===== config.mk =====
export PLATFORM = sky130hd
export DESIGN_NAME = adc_serial_capture
export DESIGN_NICKNAME = d
export VERILOG_FILES = /design/src/rtl/adc_serial_capture.sv
export SDC_FILE = /design/constraint.sdc
export NUM_CORES = 1
export LEC_CHECK = 0
export CAP_MARGIN = 20
export CORE_MARGIN = 5
export CORE_UTILIZATION = 54
export DETAILED_ROUTE_END_ITERATION = 8
export GPL_TIMING_DRIVEN = 0
export HOLD_SLACK_MARGIN = 0.08
export PLACE_DENSITY = 0.78
export SKIP_CTS_REPAIR_TIMING = 1
export SYNTH_ARGS = -nofsm -noshare
export SYNTH_HDL_FRONTEND = slang
export SYNTH_SLANG_ARGS = --single-unit

===== constraint.sdc =====
create_clock -name clk -period 2.4 [get_ports clk]
set_input_delay 0.48 -clock clk [delete_from_list [all_inputs] [get_ports clk]]
set_output_delay 0.48 -clock clk [all_outputs]
set_load 0.005 [all_outputs]

===== src/rtl/adc_serial_capture.sv =====
`default_nettype none
// ============================================================================
//  Module   : adc_serial_capture
//  Purpose  : Serial ADC front-end sequencer. Gates on the power-up delay
//             timer, then runs one CS-framed, MSB-first serial read per
//             conversion request and presents the result as a parallel
//             sample with a one-cycle valid strobe.
//  Options  : define ADC_CAPTURE_AVG_EN to run four frames per request and
//             report their truncated mean instead of a single frame.
//  Revision : 1.0  initial release
// ============================================================================
module adc_serial_capture #(
    parameter int CLK_DIV     = 4,   // clk cycles per SCLK half-period (>=1)
    parameter int FRAME_BITS  = 16,  // SCLK rising edges per frame (>=2)
    parameter int DATA_BITS   = 12,  // result width (<= FRAME_BITS)
    parameter int QUIET_TICKS = 2    // CS-high half-periods between frames
) (
    input  logic                 clk,
    input  logic                 rst,
    input  logic                 start_i,
    input  logic                 delay_done_i,
    output logic                 delay_en_o,
    input  logic                 adc_sdata_i,
    output logic                 adc_cs_n_o,
    output logic                 adc_sclk_o,
    output logic [DATA_BITS-1:0] sample_o,
    output logic                 sample_valid_o,
    output logic                 busy_o
);

    localparam int DIV_W = (CLK_DIV > 1) ? $clog2(CLK_DIV) : 1;
    localparam int BIT_W = $clog2(FRAME_BITS + 1);
    localparam int QT_W  = $clog2(QUIET_TICKS + 1);

    localparam logic [DIV_W-1:0] DIV_LAST = DIV_W'(CLK_DIV - 1);
    localparam logic [BIT_W-1:0] BIT_LAST = BIT_W'(FRAME_BITS - 1);
    localparam logic [QT_W-1:0]  QT_LAST  = QT_W'(QUIET_TICKS - 1);

    typedef enum logic [2:0] {
        ST_POWERUP  = 3'd0,
        ST_IDLE     = 3'd1,
        ST_CS_SETUP = 3'd2,
        ST_SHIFT    = 3'd3,
        ST_QUIET    = 3'd4
    } state_t;

    state_t                 state_q, state_d;
    logic [DIV_W-1:0]       div_q, div_d;
    logic [BIT_W-1:0]       bit_q, bit_d;
    logic [QT_W-1:0]        qt_q, qt_d;
    logic [FRAME_BITS-1:0]  sreg_q, sreg_d;
    logic                   sclk_q, sclk_d;
    logic                   cs_n_q, cs_n_d;
    logic                   delay_en_q, delay_en_d;
    logic [DATA_BITS-1:0]   sample_q, sample_d;
    logic                   valid_q, valid_d;

    logic                   w_tick;
    logic                   w_counting;
    logic [FRAME_BITS-1:0]  w_word;
    logic                   w_unused;

`ifdef ADC_CAPTURE_AVG_EN
    logic [DATA_BITS+1:0]   acc_q, acc_d;
    logic [1:0]             frm_q, frm_d;
    logic [DATA_BITS+1:0]   w_sum;
`endif

    // Divider tick: last clk of a SCLK half-period.
    assign w_tick     = (div_q == DIV_LAST);
    assign w_counting = (state_q == ST_CS_SETUP) || (state_q == ST_SHIFT) ||
                        (state_q == ST_QUIET);

    // Word as it will look once the bit being captured now is shifted in.
    assign w_word     = {sreg_q[FRAME_BITS-2:0], adc_sdata_i};

    // Header bits above DATA_BITS are shifted through but never reported.
    assign w_unused   = ^{sreg_q[FRAME_BITS-1], w_word};

`ifdef ADC_CAPTURE_AVG_EN
    assign w_sum = acc_q + {2'b00, w_word[DATA_BITS-1:0]};
`endif

    // Next-state, divider, shift and output-register logic.
    always_comb begin
        state_d    = state_q;
        div_d      = '0;
        bit_d      = bit_q;
        qt_d       = qt_q;
        sreg_d     = sreg_q;
        sclk_d     = sclk_q;
        cs_n_d     = cs_n_q;
        delay_en_d = 1'b0;
        sample_d   = sample_q;
        valid_d    = 1'b0;
`ifdef ADC_CAPTURE_AVG_EN
        acc_d      = acc_q;
        frm_d      = frm_q;
`endif

        // Counter restarts at zero on every tick, which also clears it on
        // entry to each counting state (all entries happen on a tick or
        // from IDLE where it is already zero).
        if (w_counting && !w_tick) begin
            div_d = div_q + DIV_W'(1);
        end

        case (state_q)
            ST_POWERUP: begin
                if (delay_done_i) begin
                    state_d = ST_IDLE;
                end else begin
                    delay_en_d = 1'b1;
                end
            end

            ST_IDLE: begin
                if (start_i) begin
                    state_d = ST_CS_SETUP;
                    cs_n_d  = 1'b0;
`ifdef ADC_CAPTURE_AVG_EN
                    acc_d   = '0;
                    frm_d   = 2'd0;
`endif
                end
            end

            ST_CS_SETUP: begin
                if (w_tick) begin
                    state_d = ST_SHIFT;
                    bit_d   = '0;
                end
            end

            ST_SHIFT: begin
                if (w_tick) begin
                    sclk_d = ~sclk_q;
                    // Capture on the low-to-high SCLK transition.
                    if (!sclk_q) begin
                        sreg_d = w_word;
                        bit_d  = bit_q + BIT_W'(1);
                        if (bit_q == BIT_LAST) begin
                            state_d = ST_QUIET;
                            cs_n_d  = 1'b1;
                            qt_d    = '0;
`ifdef ADC_CAPTURE_AVG_EN
                            acc_d   = w_sum;
                            frm_d   = frm_q + 2'd1;
                            if (frm_q == 2'd3) begin
                                sample_d = w_sum[DATA_BITS+1:2];
                                valid_d  = 1'b1;
                            end
`else
                            sample_d = w_word[DATA_BITS-1:0];
                            valid_d  = 1'b1;
`endif
                        end
                    end
                end
            end

            ST_QUIET: begin
                if (w_tick) begin
                    if (qt_q == QT_LAST) begin
`ifdef ADC_CAPTURE_AVG_EN
                        // frm_q wraps to zero after the fourth frame.
                        if (frm_q == 2'd0) begin
                            state_d = ST_IDLE;
                        end else begin
                            state_d = ST_CS_SETUP;
                            cs_n_d  = 1'b0;
                        end
`else
                        state_d = ST_IDLE;
`endif
                    end else begin
                        qt_d = qt_q + QT_W'(1);
                    end
                end
            end

            default: begin
                state_d = ST_POWERUP;
            end
        endcase
    end

    // State and datapath registers; reset aborts any frame in flight.
    always_ff @(posedge clk or posedge rst) begin
        if (rst) begin
            state_q    <= ST_POWERUP;
            div_q      <= '0;
            bit_q      <= '0;
            qt_q       <= '0;
            sreg_q     <= '0;
            sclk_q     <= 1'b1;
            cs_n_q     <= 1'b1;
            delay_en_q <= 1'b0;
            sample_q   <= '0;
            valid_q    <= 1'b0;
        end else begin
            state_q    <= state_d;
            div_q      <= div_d;
            bit_q      <= bit_d;
            qt_q       <= qt_d;
            sreg_q     <= sreg_d;
            sclk_q     <= sclk_d;
            cs_n_q     <= cs_n_d;
            delay_en_q <= delay_en_d;
            sample_q   <= sample_d;
            valid_q    <= valid_d;
        end
    end

`ifdef ADC_CAPTURE_AVG_EN
    // Accumulator and frame index for the four-frame average.
    always_ff @(posedge clk or posedge rst) begin
        if (rst) begin
            acc_q <= '0;
            frm_q <= 2'd0;
        end else begin
            acc_q <= acc_d;
            frm_q <= frm_d;
        end
    end
`endif

    assign delay_en_o     = delay_en_q;
    assign adc_cs_n_o     = cs_n_q;
    assign adc_sclk_o     = sclk_q;
    assign sample_o       = sample_q;
    assign sample_valid_o = valid_q;
    assign busy_o         = (state_q != ST_IDLE);

endmodule
`default_nettype wire


==> results of run 1 <==
[stage by stage]
stage               std cells  hold slack, ns  power (mW)
floorplan                 133           0.411        1.04
CTS                       206           0.455        1.60
finish                    206           0.445        1.59
global placement          198           0.424        1.12
detailed placement        198           0.437        1.14
global route              206           0.464        1.69
[power breakdown]
| group | internal [mW] | total (mW) | switching [mW] |
|---|---|---|---|
| Clock | 0.246 | 0.465 | 0.219 |
| Sequential | 0.730 | 0.776 | 0.0465 |
| Combinational | 0.168 | 0.347 | 0.180 |
[flip-flops by register name, indices dropped and copies added (netlist names)]
| signal | count |
|---|---|
| sample_o | 12 |
| sreg_q | 11 |
| bit_q | 5 |
| state_q | 3 |
| div_q | 2 |
| qt_q | 2 |
| adc_cs_n_o | 1 |
| adc_sclk_o | 1 |
| delay_en_o | 1 |
| sample_valid_o | 1 |
[synth_stat cells]
library cell | number | area, um^2
dfrtp_1 | 37 | 926
mux2_2 | 14 | 158
mux2_4 | 9 | 135
inv_1 | 8 | 30.0
nand2_1 | 7 | 26.3
o21ai_0 | 6 | 30.0
nor2_1 | 5 | 18.8
buf_4 | 4 | 30.0
ha_1 | 4 | 50.1
nand3b_1 | 4 | 30.0
a31oi_1 | 3 | 18.8
a211oi_1 | 2 | 15.0
a21o_1 | 2 | 15.0
a22o_1 | 2 | 17.5
and3_1 | 2 | 12.5
buf_6 | 2 | 22.5
dfstp_2 | 2 | 52.6
mux2i_1 | 2 | 20.0
nand3_1 | 2 | 10.0
a2111o_1 | 1 | 11.3
a21oi_1 | 1 | 5.00
and2_1 | 1 | 6.26
and2b_1 | 1 | 7.51
and2b_4 | 1 | 10.0
nand2_4 | 1 | 11.3
nand2b_1 | 1 | 6.26
nand4_1 | 1 | 6.26
nor2b_1 | 1 | 6.26
nor4_1 | 1 | 6.26
o21ai_1 | 1 | 5.00
o221a_2 | 1 | 11.3
o22a_1 | 1 | 8.76
o22ai_1 | 1 | 6.26
or3b_1 | 1 | 8.76
xor2_1 | 1 | 8.76
[placed cells by master (no fill, tap or decap), types with 2 or more instances in the layout]
cell type | Yosys | routed
nand3_1 | 2 | 2
a211oi_1 | 2 | 2
mux2_2 | 14 | 14
clkdlybuf4s50_1 | 0 | 21
a22o_1 | 2 | 2
o21ai_0 | 6 | 6
a31oi_1 | 3 | 3
nand2_1 | 7 | 7
dfstp_2 | 2 | 2
mux2_4 | 9 | 9
a21o_1 | 2 | 2
and3_1 | 2 | 2
nor2_1 | 5 | 5
dfrtp_1 | 37 | 37
clkbuf_4 | 0 | 5
nand3b_1 | 4 | 4
buf_6 | 2 | 2
ha_1 | 4 | 4
inv_1 | 8 | 7
buf_4 | 4 | 4
mux2i_1 | 2 | 2
[worst min path at each step]
stage,end,slack [ns],depth (start not counted)
finish,div_q[0],0.44,1
global route,div_q[0],0.46,1
CTS,div_q[0],0.46,1
detailed placement,div_q[0],0.44,1
global placement,div_q[0],0.42,1
floorplan,div_q[0],0.41,1
[area by class of cell]
cell class | count | share of cell area
sequential | 39 | 0.467
multi-input combinational | 80 | 0.326
timing repair buffer | 21 | 0.100
tap | 44 | 0.0263
buffer | 6 | 0.0251
clock buffer | 6 | 0.0245
clock inverter | 2 | 0.0167
inverter | 8 | 0.0143
[per-layer routing]
metal,GRT usage,vias to the layer above,wire length (um)
met2,0.251,28,1470
met3,0.0691,4,167
met4,0.0533,0,35
met5,0,-,0
li1,-,522,-
met1,0.202,544,1380
[cells by family after synthesis]
| logic type | Yosys count | synth area share |
|---|---|---|
| flip-flops | 39 | 0.561 |
| AND/OR/NAND/NOR | 29 | 0.0955 |
| multiplexers | 25 | 0.179 |
| AO/OA/AOI/OAI | 21 | 0.0826 |
| buffers and inverters | 14 | 0.0474 |
| adder cells (fa/ha/maj) | 4 | 0.0287 |
| XOR/XNOR | 1 | 0.00503 |
==> impl_metrics.yaml, run 1 <==
setup_path:
  path_max_fanout: 8
  rr_endpoint: "sample_o[6]"
  path_delay_family: "buffers and inverters"
  required_ns: 1.92
  arrival_ns: 1.71
  crit_type: "flop to output pin"
  critPathMaxStageDelay_ns: 0.49
  crit_path_start_kind: "flop"
  path_cells: "inv_1 > nor2_1 > nand2_1 > clkdlybuf4s50_1"
  reg2regPathDepth: 8
  cp-startpoint: "state_q[0]"
  r2r_start: "div_q[0]"
  rrSetupSlack_ns: 0.41
  end_kind: "output pin"
  slowest_stage: "dfrtp_1"
  crit_end: "busy_o"
  critPathBufInv: 2
  path_depth: 4
synthesis:
  netlist_area_mm2: 0.00174
  synth_cell_types: 35
  ys_warn_count: 0
  syn_avg_cell_area_um2: 13.1
  synthCells: 133
  ys_seq_elements: 39
  syn_nets: 142
  synth-seq-area-share: 0.561
die:
  dieWidth_um: 66.8
  dieHeight_um: 66.8
  io_pins: 22
  die_area_mm2: 0.00446
  coreArea_mm2: 0.00308
  row_count: 20
  initial_core_util: 0.566
place:
  place_ws_ns: 0.456
  portBuffers: 21
  gp_congestion: 0.805
  dpl.hpwl_um: 2100
  placed_area_mm2: 0.00201
sta:
  finClkSkew_ns: 0.0122
  finalHoldViolations: 0
  rsz0062_at_grt: "false"
  tightest_slew_ns: 0.766
  worst_slack_ns: 0.210
  slew_violations: 0
  maxSlewHeadroom: 0.489
  setup_viol: 0
  period_share: 0.913
  fin_crit_ns: 2.19
  setup_tns_ns: 0
  fmax_mhz: 457
global_route:
  grt_max_degree: 40
  gr-total-overflow: 0
  grt_pass1_wl_um: 5260
  grt_pass1_vias: 1144
  grt_usage: 0.162
  antenna_found_initial: 0
run_status:
  status: "complete, no violations"
drt:
  antenna_left: 0
  wl_per_cell_um: 14.8
  route.vias.total: 1098
  viasPerCell: 5.33
  drt_pass1_iterations: 4
  drc: 0
  first_iter_violations: 43
  wl_um: 3050
power_and_ir_drop:
  power_density_mw_per_mm2: 758
  p_leak_nw: 1.04
  peakVddDrop_uv: 412
cts:
  clk_path_buf_depth: 2
  cts.sinks: 39
  path_clk_slew_ns: 0.12
  clkLatencyLatePin_ns: 0.35
  cts_tree: "yes"
  ctsHtreeMaxLevel: 2
  numCtsBuffers: 5
  cts-root-buf: "clkbuf_4"
final_layout:
  drive_gt1_frac: 0.265
  ff_latch_area_um2: 978
  antenna_cells: 0
  stdcell_area_mm2: 0.00209
  synthToLayoutAreaGrowth_pct: 20.2
  multi_input_area_um2: 682
  fillers: 242
  nNetsFinal: 170
  fin_util: 0.680
hold_path:
  hold_start: "div_q[0]"
  worstHoldPathType: "flop to flop"
flow_run:
  drv.max_cap_violation_count: 0
(Power assumes the default switching activity.)
==> run 2: changes to the inputs <==
Settings changed: CORE_MARGIN 5 to 4.
==> run 2 against run 1 <==
Non-clock buffer count unchanged. Worst setup slack improved by 0.0046 ns. Critical path depth unchanged. Critical endpoint unchanged. Design area unchanged. Largest cell class unchanged. Worst hold slack got worse by 0.0045 ns. Cell count unchanged. Power decreased by 0.26%. Sequential share of layout area stayed put.
==> impl_metrics.yaml, run 2 (synthesized netlist as in run 1, its figures left out) <==
die:
  die_area_mm2: 0.00420
  row_count: 20
  io_pins: 22
  dieHeight_um: 64.8
  initial_core_util: 0.566
  dieWidth_um: 64.8
  coreArea_mm2: 0.00308
setup_path:
  crit_type: "flop to output pin"
  crit_path_start_kind: "flop"
  path_max_fanout: 8
  arrival_ns: 1.71
  reg2regPathDepth: 8
  end_kind: "output pin"
  required_ns: 1.92
sta:
  finalHoldViolations: 0
  rsz0062_at_grt: "false"
  maxSlewHeadroom: 0.486
  whs_ns: 0.440
  setup_viol: 0
  period_share: 0.911
  tightest_slew_ns: 0.769
  finClkSkew_ns: 0.00758
  slew_violations: 0
  fmax_mhz: 458
  setup_tns_ns: 0
  fin_crit_ns: 2.19
power_and_ir_drop:
  p_int_mw: 1.14
  power.net_switching_mw: 0.441
  power_density_mw_per_mm2: 756
  swShare: 0.279
  p_comb_frac: 0.218
  peakVddDrop_uv: 416
  p_clk_frac: 0.292
  seq_power_share: 0.490
  p_leak_nw: 1.04
cts:
  cts-root-buf: "clkbuf_4"
  path_clk_slew_ns: 0.11
  numCtsBuffers: 5
  clkLatencyLatePin_ns: 0.35
  cts.sinks: 39
  clk_path_buf_depth: 2
  ctsHtreeMaxLevel: 2
  cts_tree: "yes"
drt:
  drt_pass1_iterations: 4
  route.vias.total: 1088
  antenna_left: 0
  drc: 0
  wl_per_cell_um: 14.4
  viasPerCell: 5.28
  met3_wirelength_um: 126
  m1WireLength_um: 1330
  wl_met2_um: 1460
  first_iter_violations: 24
  top_layer_used: "met4"
  wl_um: 2960
final_layout:
  nNetsFinal: 170
  final_common_cell: "dfrtp_1"
  synthToLayoutAreaGrowth_pct: 20.2
  stdcell_area_mm2: 0.00209
  antenna_cells: 0
  largest_register_ffs: 12
  layout_common_cells: "dfrtp_1 (37), clkdlybuf4s50_1 (21), mux2_2 (14)"
  drive_gt1_frac: 0.265
place:
  placed_area_mm2: 0.00201
  dpl.hpwl_um: 2080
  gp_congestion: 0.782
  portBuffers: 21
global_route:
  grt_pass1_vias: 1147
  grt_usage: 0.167
  grt_pass1_wl_um: 5290
  antenna_found_initial: 0
  grt_max_degree: 40
  gr-total-overflow: 0
hold_path:
  holdPathStages: 1
  worstHoldPathType: "flop to flop"
flow_run:
  drv.max_cap_violation_count: 0
run_status:
  status: "complete, no violations"
run 2: metrics by stage:
stage                     setup slack, ns   util  power [mW]  std cells
after floorplan                     0.581      -        1.04        133
after global placement              0.251  0.652        1.12        198
after detailed placement            0.474  0.652        1.14        198
after CTS                           0.223  0.680        1.60        206
after global routing                0.120  0.680        1.67        206
final                               0.214  0.680        1.58        206
run 2: power by group through the flow:
stage / clock (mW) / combinational [mW] / sequential (mW)
6_report: 0.463 / 0.345 / 0.777
3_3_place_gp: 0 / 0.330 / 0.787
2_1_floorplan: 0 / 0.256 / 0.779
4_1_cts: 0.476 / 0.347 / 0.777
3_5_place_dp: 0 / 0.346 / 0.790
5_1_grt: 0.501 / 0.385 / 0.788
run 2: metal layers:
| layer | up-vias | GRT usage |
|---|---|---|
| li1 | 521 | - |
| met1 | 540 | 0.199 |
| met2 | 22 | 0.275 |
| met3 | 5 | 0.0607 |
| met4 | 0 | 0.0633 |
| met5 | - | 0 |
run 2: final cells by class:
| class | instances | area (um^2) |
|---|---|---|
| clock buffers | 6 | 51.3 |
| plain buffers | 6 | 52.6 |
| well taps | 44 | 55.1 |
| fillers | 245 | 983 |
| flip-flops and latches | 39 | 978 |
| inverters | 8 | 30.0 |
| repair buffers | 21 | 210 |
| multi-input cells | 80 | 682 |
| clock inverters | 2 | 35.0 |
run 2: worst paths after layout:
| check | startpoint | to | slack, ns |
|---|---|---|---|
| min | div_q[0] | div_q[0] | 0.44 |
| min reg2reg | div_q[0] | div_q[0] | 0.44 |
| max | state_q[0] | busy_o | 0.21 |
| max reg2reg | div_q[0] | sample_o[5] | 0.45 |
| min in group asynchronous | rst | sample_o[2] | 0.58 |
| max in group asynchronous | rst | sreg_q[6] | 1.33 |
run 2: critical path: stages (launching register included):
cell             delay (ns)
dfrtp_1                0.50
inv_1                  0.14
nor2_1                 0.20
nand2_1                0.07
clkdlybuf4s50_1        0.44
